===== config.mk =====
export PLATFORM = sky130hd
export DESIGN_NAME = reg_write_scheduler
export DESIGN_NICKNAME = d
export VERILOG_FILES = /design/src/rtl/reg_write_scheduler.sv
export SDC_FILE = /design/constraint.sdc
export NUM_CORES = 1
export LEC_CHECK = 0
export ABC_AREA = 1
export CAP_MARGIN = 5
export CORE_MARGIN = 10
export CORE_UTILIZATION = 52
export DETAILED_ROUTE_END_ITERATION = 10
export PLACE_DENSITY = 0.86
export SLEW_MARGIN = 20
export SYNTH_ARGS = -nofsm -noshare
export SYNTH_HDL_FRONTEND = slang
export SYNTH_SLANG_ARGS = --single-unit

===== constraint.sdc =====
create_clock -name clk_i -period 4.1 [get_ports clk_i]
set_input_delay 0.82 -clock clk_i [delete_from_list [all_inputs] [get_ports clk_i]]
set_output_delay 0.82 -clock clk_i [all_outputs]
set_load 0.02 [all_outputs]

===== src/rtl/reg_write_scheduler.sv =====
// reg_write_scheduler
// Arbitrates configuration-register writes from two requesters (A: SPI decoder,
// B: sprite/colour animator) round-robin into a small FIFO, then commits them to
// the register bank only while vblank_i is high so visible registers never change
// mid-frame.
//
// Ports:
//   clk_i, rst_ni            clock, asynchronous active-low reset
//   enable                   low freezes acceptance and draining (contents kept)
//   vblank_i                 high during vertical blanking (sync to clk_i)
//   a_valid_i/addr/data      requester A request; a_ready_o combinational accept
//   b_valid_i/addr/data      requester B request; b_ready_o combinational accept
//   wr_en_o/addr/data        registered one-cycle write strobe to the register bank
//   level_o                  registered FIFO occupancy
//   addr_err_o               registered pulse after an illegal-address transfer
module reg_write_scheduler #(
  parameter int unsigned NUM_REGISTERS = 7,
  parameter int unsigned LEN_REGISTER  = 8,
  parameter int unsigned ADDR_W        = 3,
  parameter int unsigned FIFO_DEPTH    = 4
) (
  input  logic                          clk_i,
  input  logic                          rst_ni,
  input  logic                          enable,
  input  logic                          vblank_i,
  input  logic                          a_valid_i,
  input  logic [ADDR_W-1:0]             a_addr_i,
  input  logic [LEN_REGISTER-1:0]       a_data_i,
  output logic                          a_ready_o,
  input  logic                          b_valid_i,
  input  logic [ADDR_W-1:0]             b_addr_i,
  input  logic [LEN_REGISTER-1:0]       b_data_i,
  output logic                          b_ready_o,
  output logic                          wr_en_o,
  output logic [ADDR_W-1:0]             wr_addr_o,
  output logic [LEN_REGISTER-1:0]       wr_data_o,
  output logic [$clog2(FIFO_DEPTH):0]   level_o,
  output logic                          addr_err_o
);

  localparam int unsigned PTR_W = $clog2(FIFO_DEPTH);
  localparam int unsigned LVL_W = PTR_W + 1;
  localparam int unsigned CMP_W = ADDR_W + 1;

  localparam logic [1:0] IDLE  = 2'd0;
  localparam logic [1:0] WAIT  = 2'd1;
  localparam logic [1:0] DRAIN = 2'd2;

  typedef struct packed {
    logic [ADDR_W-1:0]       addr;
    logic [LEN_REGISTER-1:0] data;
  } wr_entry_t;

  logic [1:0]       state_q, state_d;
  logic             last_grant_b_q;  // 1: B won the last transfer
  wr_entry_t        mem_q [FIFO_DEPTH];
  logic [PTR_W-1:0] wr_ptr_q, rd_ptr_q;

  logic      grant_a, grant_b, full, empty;
  logic      xfer_a, xfer_b, xfer, legal, push, pop, drain_ok;
  wr_entry_t req, head;

  // Round-robin grant, ready and transfer decode
  always_comb begin
    grant_a   = a_valid_i && (!b_valid_i || last_grant_b_q);
    grant_b   = b_valid_i && (!a_valid_i || !last_grant_b_q);
    full      = (level_o == LVL_W'(FIFO_DEPTH));
    empty     = (level_o == '0);
    a_ready_o = enable && rst_ni && !full && grant_a;
    b_ready_o = enable && rst_ni && !full && grant_b;
    xfer_a    = a_valid_i && a_ready_o;
    xfer_b    = b_valid_i && b_ready_o;
    xfer      = xfer_a || xfer_b;
    req.addr  = xfer_b ? b_addr_i : a_addr_i;
    req.data  = xfer_b ? b_data_i : a_data_i;
    // Extra bit keeps the compare correct when NUM_REGISTERS == 2**ADDR_W
    legal     = ({1'b0, req.addr} < CMP_W'(NUM_REGISTERS));
    push      = xfer && legal;
    drain_ok  = enable && vblank_i;
    pop       = (state_q == DRAIN) && drain_ok && !empty;
    head      = mem_q[rd_ptr_q];
  end

  // Next-state logic
  always_comb begin
    state_d = state_q;
    case (state_q)
      IDLE:    if (push) state_d = WAIT;
      WAIT:    if (drain_ok) state_d = DRAIN;
      DRAIN: begin
        if (!drain_ok) begin
          state_d = WAIT;
        end else if (empty || ((level_o == LVL_W'(1)) && !push)) begin
          state_d = IDLE;
        end
      end
      default: state_d = IDLE;
    endcase
  end

  // State, pointers, occupancy, arbitration history and registered outputs
  always_ff @(posedge clk_i or negedge rst_ni) begin
    if (!rst_ni) begin
      state_q        <= IDLE;
      last_grant_b_q <= 1'b1;
      wr_ptr_q       <= '0;
      rd_ptr_q       <= '0;
      level_o        <= '0;
      wr_en_o        <= 1'b0;
      wr_addr_o      <= '0;
      wr_data_o      <= '0;
      addr_err_o     <= 1'b0;
    end else begin
      state_q    <= state_d;
      wr_en_o    <= pop;
      addr_err_o <= xfer && !legal;
      if (xfer) last_grant_b_q <= xfer_b;
      if (push) wr_ptr_q <= wr_ptr_q + PTR_W'(1);
      if (pop) begin
        rd_ptr_q  <= rd_ptr_q + PTR_W'(1);
        wr_addr_o <= head.addr;
        wr_data_o <= head.data;
      end
      case ({push, pop})
        2'b10:   level_o <= level_o + LVL_W'(1);
        2'b01:   level_o <= level_o - LVL_W'(1);
        default: level_o <= level_o;
      endcase
    end
  end

  // FIFO storage; validity is tracked by the pointers so no reset needed
  always_ff @(posedge clk_i) begin
    if (push) mem_q[wr_ptr_q] <= req;
  end

endmodule


## Word-level counts from Yosys, hierarchy flattened

Memory sizes are Yosys's and may differ from the RTL's. A register that Yosys moved wholly into a read port is not among the register bits.
Index checks and enable logic that the tools add are counted.

- Flip-flop bits (word level): 12
- Memories: 1
- Input bits: 28
- Output and inout bits: 18
- Word-level logic and storage cells: 62
- RAM bits: 44

Memory list:

| memory | words | bits a word | read ports | clocked after memory_dff | wr ports | RTL line | text |
|---|---|---|---|---|---|---|---|
| mem_q | 4 | 11 | 1 | 1 | 1 | 56 | `wr_entry_t mem_q [FIFO_DEPTH];` |

- $lt $le $gt $ge: 1
- Eq/ne operators: 9
- Multiplexer cells: 10
- Add/sub/neg operators: 4
- Reductions and logical operators: 30

Operator list:

| cell | count |
|---|---|
| logical AND 1 bit | 14 |
| zero test 1 bit | 8 |
| 2-to-1 mux 2 bit | 4 |
| 2-to-1 mux 8 bit | 1 |
| case mux 2 bit (3 select lines) | 1 |
| case mux 3 bit (2 select lines) | 1 |
| adder 2 x 1 -> 2 bit, second input constant | 2 |
| equality test 2 x 1 -> 1 bit, second input constant | 2 |
| equality test 2 bit, second input constant | 2 |
| logical OR 1 bit | 4 |
| inequality test 2 bit, second input constant | 2 |
| adder 3 x 1 -> 3 bit, second input constant | 1 |
| equality test 3 x 1 -> 1 bit, second input constant | 1 |
| equality test 3 bit, second input constant | 1 |
| zero test 3 bit | 1 |
| less-than comparator 3 bit, second input constant | 1 |
| 2-to-1 mux 3 bit | 1 |
| inequality test 3 x 2 -> 1 bit, second input constant | 1 |
| AND reduction 3 bit | 1 |
| subtractor 3 x 1 -> 3 bit, second input constant | 1 |
| zero test 2 bit | 1 |
| 2-to-1 mux 1 bit | 2 |
| nonzero test 2 bit | 1 |

## Longest topological paths before layout

- Depth in word-level cells: 14
- Mapped depth: 16
- Depth with buffers taken out: 16

## Worst setup path after synthesis

OpenSTA, ideal clock, no wires.

- Path type: input -> register
- From: input port b_valid_i
- To: memory mem_q[0][0] (netlist name) (enable)
- Library setup time: 0.378 ns
- Data arrival time: 1.991 ns
- Stages: 8
- Setup slack: 1.731 ns
- Path buffers: 0
- Data required time: 3.722 ns
- Path through: inv_1 -> a21oi_2 -> nand2_4 -> nand2_1 -> nand2_2 -> nand3_4 -> nand2_4 -> nor2_1

RTL lines:

| what | RTL line | text |
|---|---|---|
| start: declaration | 30 | `input logic b_valid_i,` |
| end: declaration | 56 |  |

## Final worst setup path

- From: input port rst_ni
- To: output port b_ready_o

- Word-level cells in the longest chain between the ends: 3

Ends and longest elaborated chain:

| what | RTL line | text |
|---|---|---|
| start: declaration | 23 | `input logic rst_ni,` |
| logical AND 1 bit (3 in series) | 70 | `b_ready_o = enable && rst_ni && !full && grant_b;` |
| end: declaration | 33 | `output logic b_ready_o,` |

No other way between the ends.

==> run summary <==
The run finished with clean final reports. The worst setup path is captured at an output port. The number of setup violations in the final report is 0. The data arrival time of the worst path came out at 2640 ps. VDD sags by at most 0.325 mV. The clock arrives with 6.77 ps of skew. Of the post-synthesis cell area, the dominant cell type holds 0.449. Setup repair after global routing left no endpoint under its margin. The clock net in this run drives a total of 67 sinks. Summing over every cut layer, the via total after detailed routing is 2,081. The setup slack of the critical path after layout is 637 ps. In this run the horizontal extent of the chip is 95.2 um. After synthesis, the most frequently instantiated cells are nand2_1 (72), edfxtp_1 (44), nor2_1 (34). Averaged over all synthesized cells, the footprint is 10.6 um^2. For this run, the register share of the synthesized area comes to 0.645.

At the pin with the least slew margin, the transition time is 693 ps. Excluding fillers, the count of instances in the completed layout stands at 406. The maximum fanout along the worst path came out at 15. The initial antenna violation count came to 0. The master cell of the clock root buffer is clkbuf_8.

Yosys printed 0 warnings. The hold buffer count at CTS came out at 0. Row generation in the floorplan step produced 27 rows.

The kind of launch point of the worst setup path is an input pin. The die boundary height is 95.2 um. The worst-case register-to-register setup slack came out at 1570 ps. The number of max-cap violations is 0. The post-synth net total came out at 314. The count of state elements after synthesis is 67.

The source-to-sink clock delay at the later pin of the worst-skew pair is 340 ps. The post-CTS resize count came out at 0. The area growth from synthesis to final layout is 25.1%. The static power due to leakage came out at 1.55 nW. The total count of hold-check failures in the final report is 0. In the post-synthesis netlist, the cell with the most instances is nand2_1. The detail route stage leaves a number of antenna-violating nets equal to 0. The synthesized design contains 44 enable-type register cells. Measured against its own limit, the worst slew margin works out to 0.538. After synthesis, the cell types taking the most area are edfxtp_1 (45%), dfrtp_1 (19%), nand2_1 (9.2%). The largest buffer count on any clock path is 2.

The half-perimeter wire length after placement came out at 4290 um. The number of buffers inserted to repair setup after CTS is 0. Global routing finished with a remaining overflow of 0. Among all flip-flop cells after synthesis, the most frequent one is edfxtp_1. The number of antenna diodes came out at 0. The setup slack at placement is 647 ps. The final critical path time including I/O delays and setup came out at 3460 ps. Power spread over the standard cell area amounts to 601 nW/um^2. The first global-routing pass estimated 9570 um of wire. The worst min-delay path class is flip-flop to flip-flop.

Adding up every negative setup slack in the final design gives 0 ps. The routed wirelength normalized by instance count came out at 15.4 um. The number of global-route vias before repair is 2,026. The first routing iteration left 141 violations.

The initial standard-cell utilization of the core came out at 0.535. The worst setup path category is input pin to output port. The number of top-level pins is 46. The highest attainable clock frequency is 289 MHz.

In the final layout, the share of cells above drive strength 1 is 0.0988. The total routing resource utilization after global routing came out at 0.141. The most area-hungry cell type in the Yosys netlist is edfxtp_1. The count of input and output buffers came out at 45. The proportion of synthesized flip-flops having asynchronous set or reset is 0.343. The H-tree level count came out at 3. After detailed routing, the number of remaining DRC violations is 0. For this run, the post-layout net count is 366.

STA puts the critical path data required time at 3280 ps. The largest net degree at the start of global routing came out at 25. The gate count after technology mapping came out at 277.

The first-pass iteration count of the detailed router is 4. Including well taps, the total number of placed cells is 390. After floorplanning, the core was sized to cover 5510 um^2.

The clock slew at the register clock pins of the worst setup and hold paths is 70 ps. The count of final max-slew check failures came out at 0. The global placement routability congestion is 0.752.

The number of different library cells used by synthesis comes to 25. The per-cell via count in the routed design is 5.13. The share of the clock period used by the worst path after layout is 0.845. The die covers 9070 um^2. The routed wire length is 6240 um.

The filler cell count came out at 402. TritonCTS built the clock tree. The number of clock buffers added by TritonCTS is 9. The total standard cell area after synthesis is 2940 um^2.
[registers in the layout, indices dropped and copies added (netlist names)]
signal and flops:
addr_err_o 1, last_grant_b_q 1, level_o 3, mem_q 44, rd_ptr_q 2, state_q 2, wr_addr_o 3, wr_data_o 8
wr_en_o 1, wr_ptr_q 2
[placed cells by master, fill, tap and decap left out, types with 2 or more instances in the layout]
master	instances
nand2_2	5
dfrtp_1	22
edfxtp_1	44
xnor2_1	2
o22ai_1	11
a21oi_1	2
ha_1	9
clkbuf_8	11
xor2_1	3
clkbuf_1	3
clkdlybuf4s50_1	45
nor2_1	34
nand2_4	3
o21ai_0	25
inv_1	22
buf_4	5
nand3_1	5
nand2_1	72
[area by class of cell]
cell class,instances,area (um^2),share of cell area
clock inverter,2,35.0,0.00951
inverter,24,90.1,0.0245
timing repair buffer,50,488,0.132
clock buffer,14,163,0.0442
sequential,67,1900,0.515
tap,72,90.1,0.0245
multi-input combinational,177,920,0.250
[cell families (layout without fill, tap and decap cells)]
kind of cell | Yosys count | in the layout | synth area share
simple gates | 123 | 123 | 0.184
flops | 67 | 67 | 0.645
compound gates | 40 | 40 | 0.0748
buf+inv | 33 | 90 | 0.0429
fa+ha+maj | 9 | 9 | 0.0382
xor+xnor | 5 | 5 | 0.0149
[through the flow]
| step | hold WS (ps) | instance area, um^2 | util | total power [W] |
|---|---|---|---|---|
| 2_1_floorplan | 457 | 2940 | - | 0.00142 |
| 3_3_place_gp | 462 | 3490 | 0.633 | 0.00165 |
| 3_5_place_dp | 466 | 3490 | 0.633 | 0.00168 |
| 4_1_cts | 483 | 3680 | 0.669 | 0.00222 |
| 5_1_grt | 504 | 3680 | 0.669 | 0.00235 |
| 6_report | 480 | 3680 | 0.669 | 0.00221 |
[worst paths after layout]
path	startpoint	end	depth (start not counted)
worst max-delay path	rst_ni	b_ready_o	6
worst min-delay path	wr_data_o[3]	wr_data_o[3]	2
worst max register to register	level_o[0]	level_o[2]	15
worst min register to register	wr_data_o[3]	wr_data_o[3]	2
max in group asynchronous	rst_ni	last_grant_b_q	2
min in group asynchronous	rst_ni	level_o[2]	2
[power breakdown]
part | switching, W | internal (W) | total (W)
logic | 0.000406 | 0.000290 | 0.000697
registers | 0.000118 | 0.000856 | 0.000974
clock network | 0.000229 | 0.000314 | 0.000543
[worst max-delay path, stage by stage]
cell and delay, ps:
clkdlybuf4s50_1 520, nand2_1 100, nor2_4 200, nand2_4 150, clkinv_1 200, clkdlybuf4s50_1 650
[per-layer routing]
layer	share of wire	vias up	wire length [um]	global-route usage
met5	0	-	0	0
li1	-	1020	-	-
met4	0.022	0	135	0.0723
met2	0.50	76	3100	0.228
met1	0.39	974	2440	0.163
met3	0.089	11	552	0.0495
(Power assumes the default switching activity.)
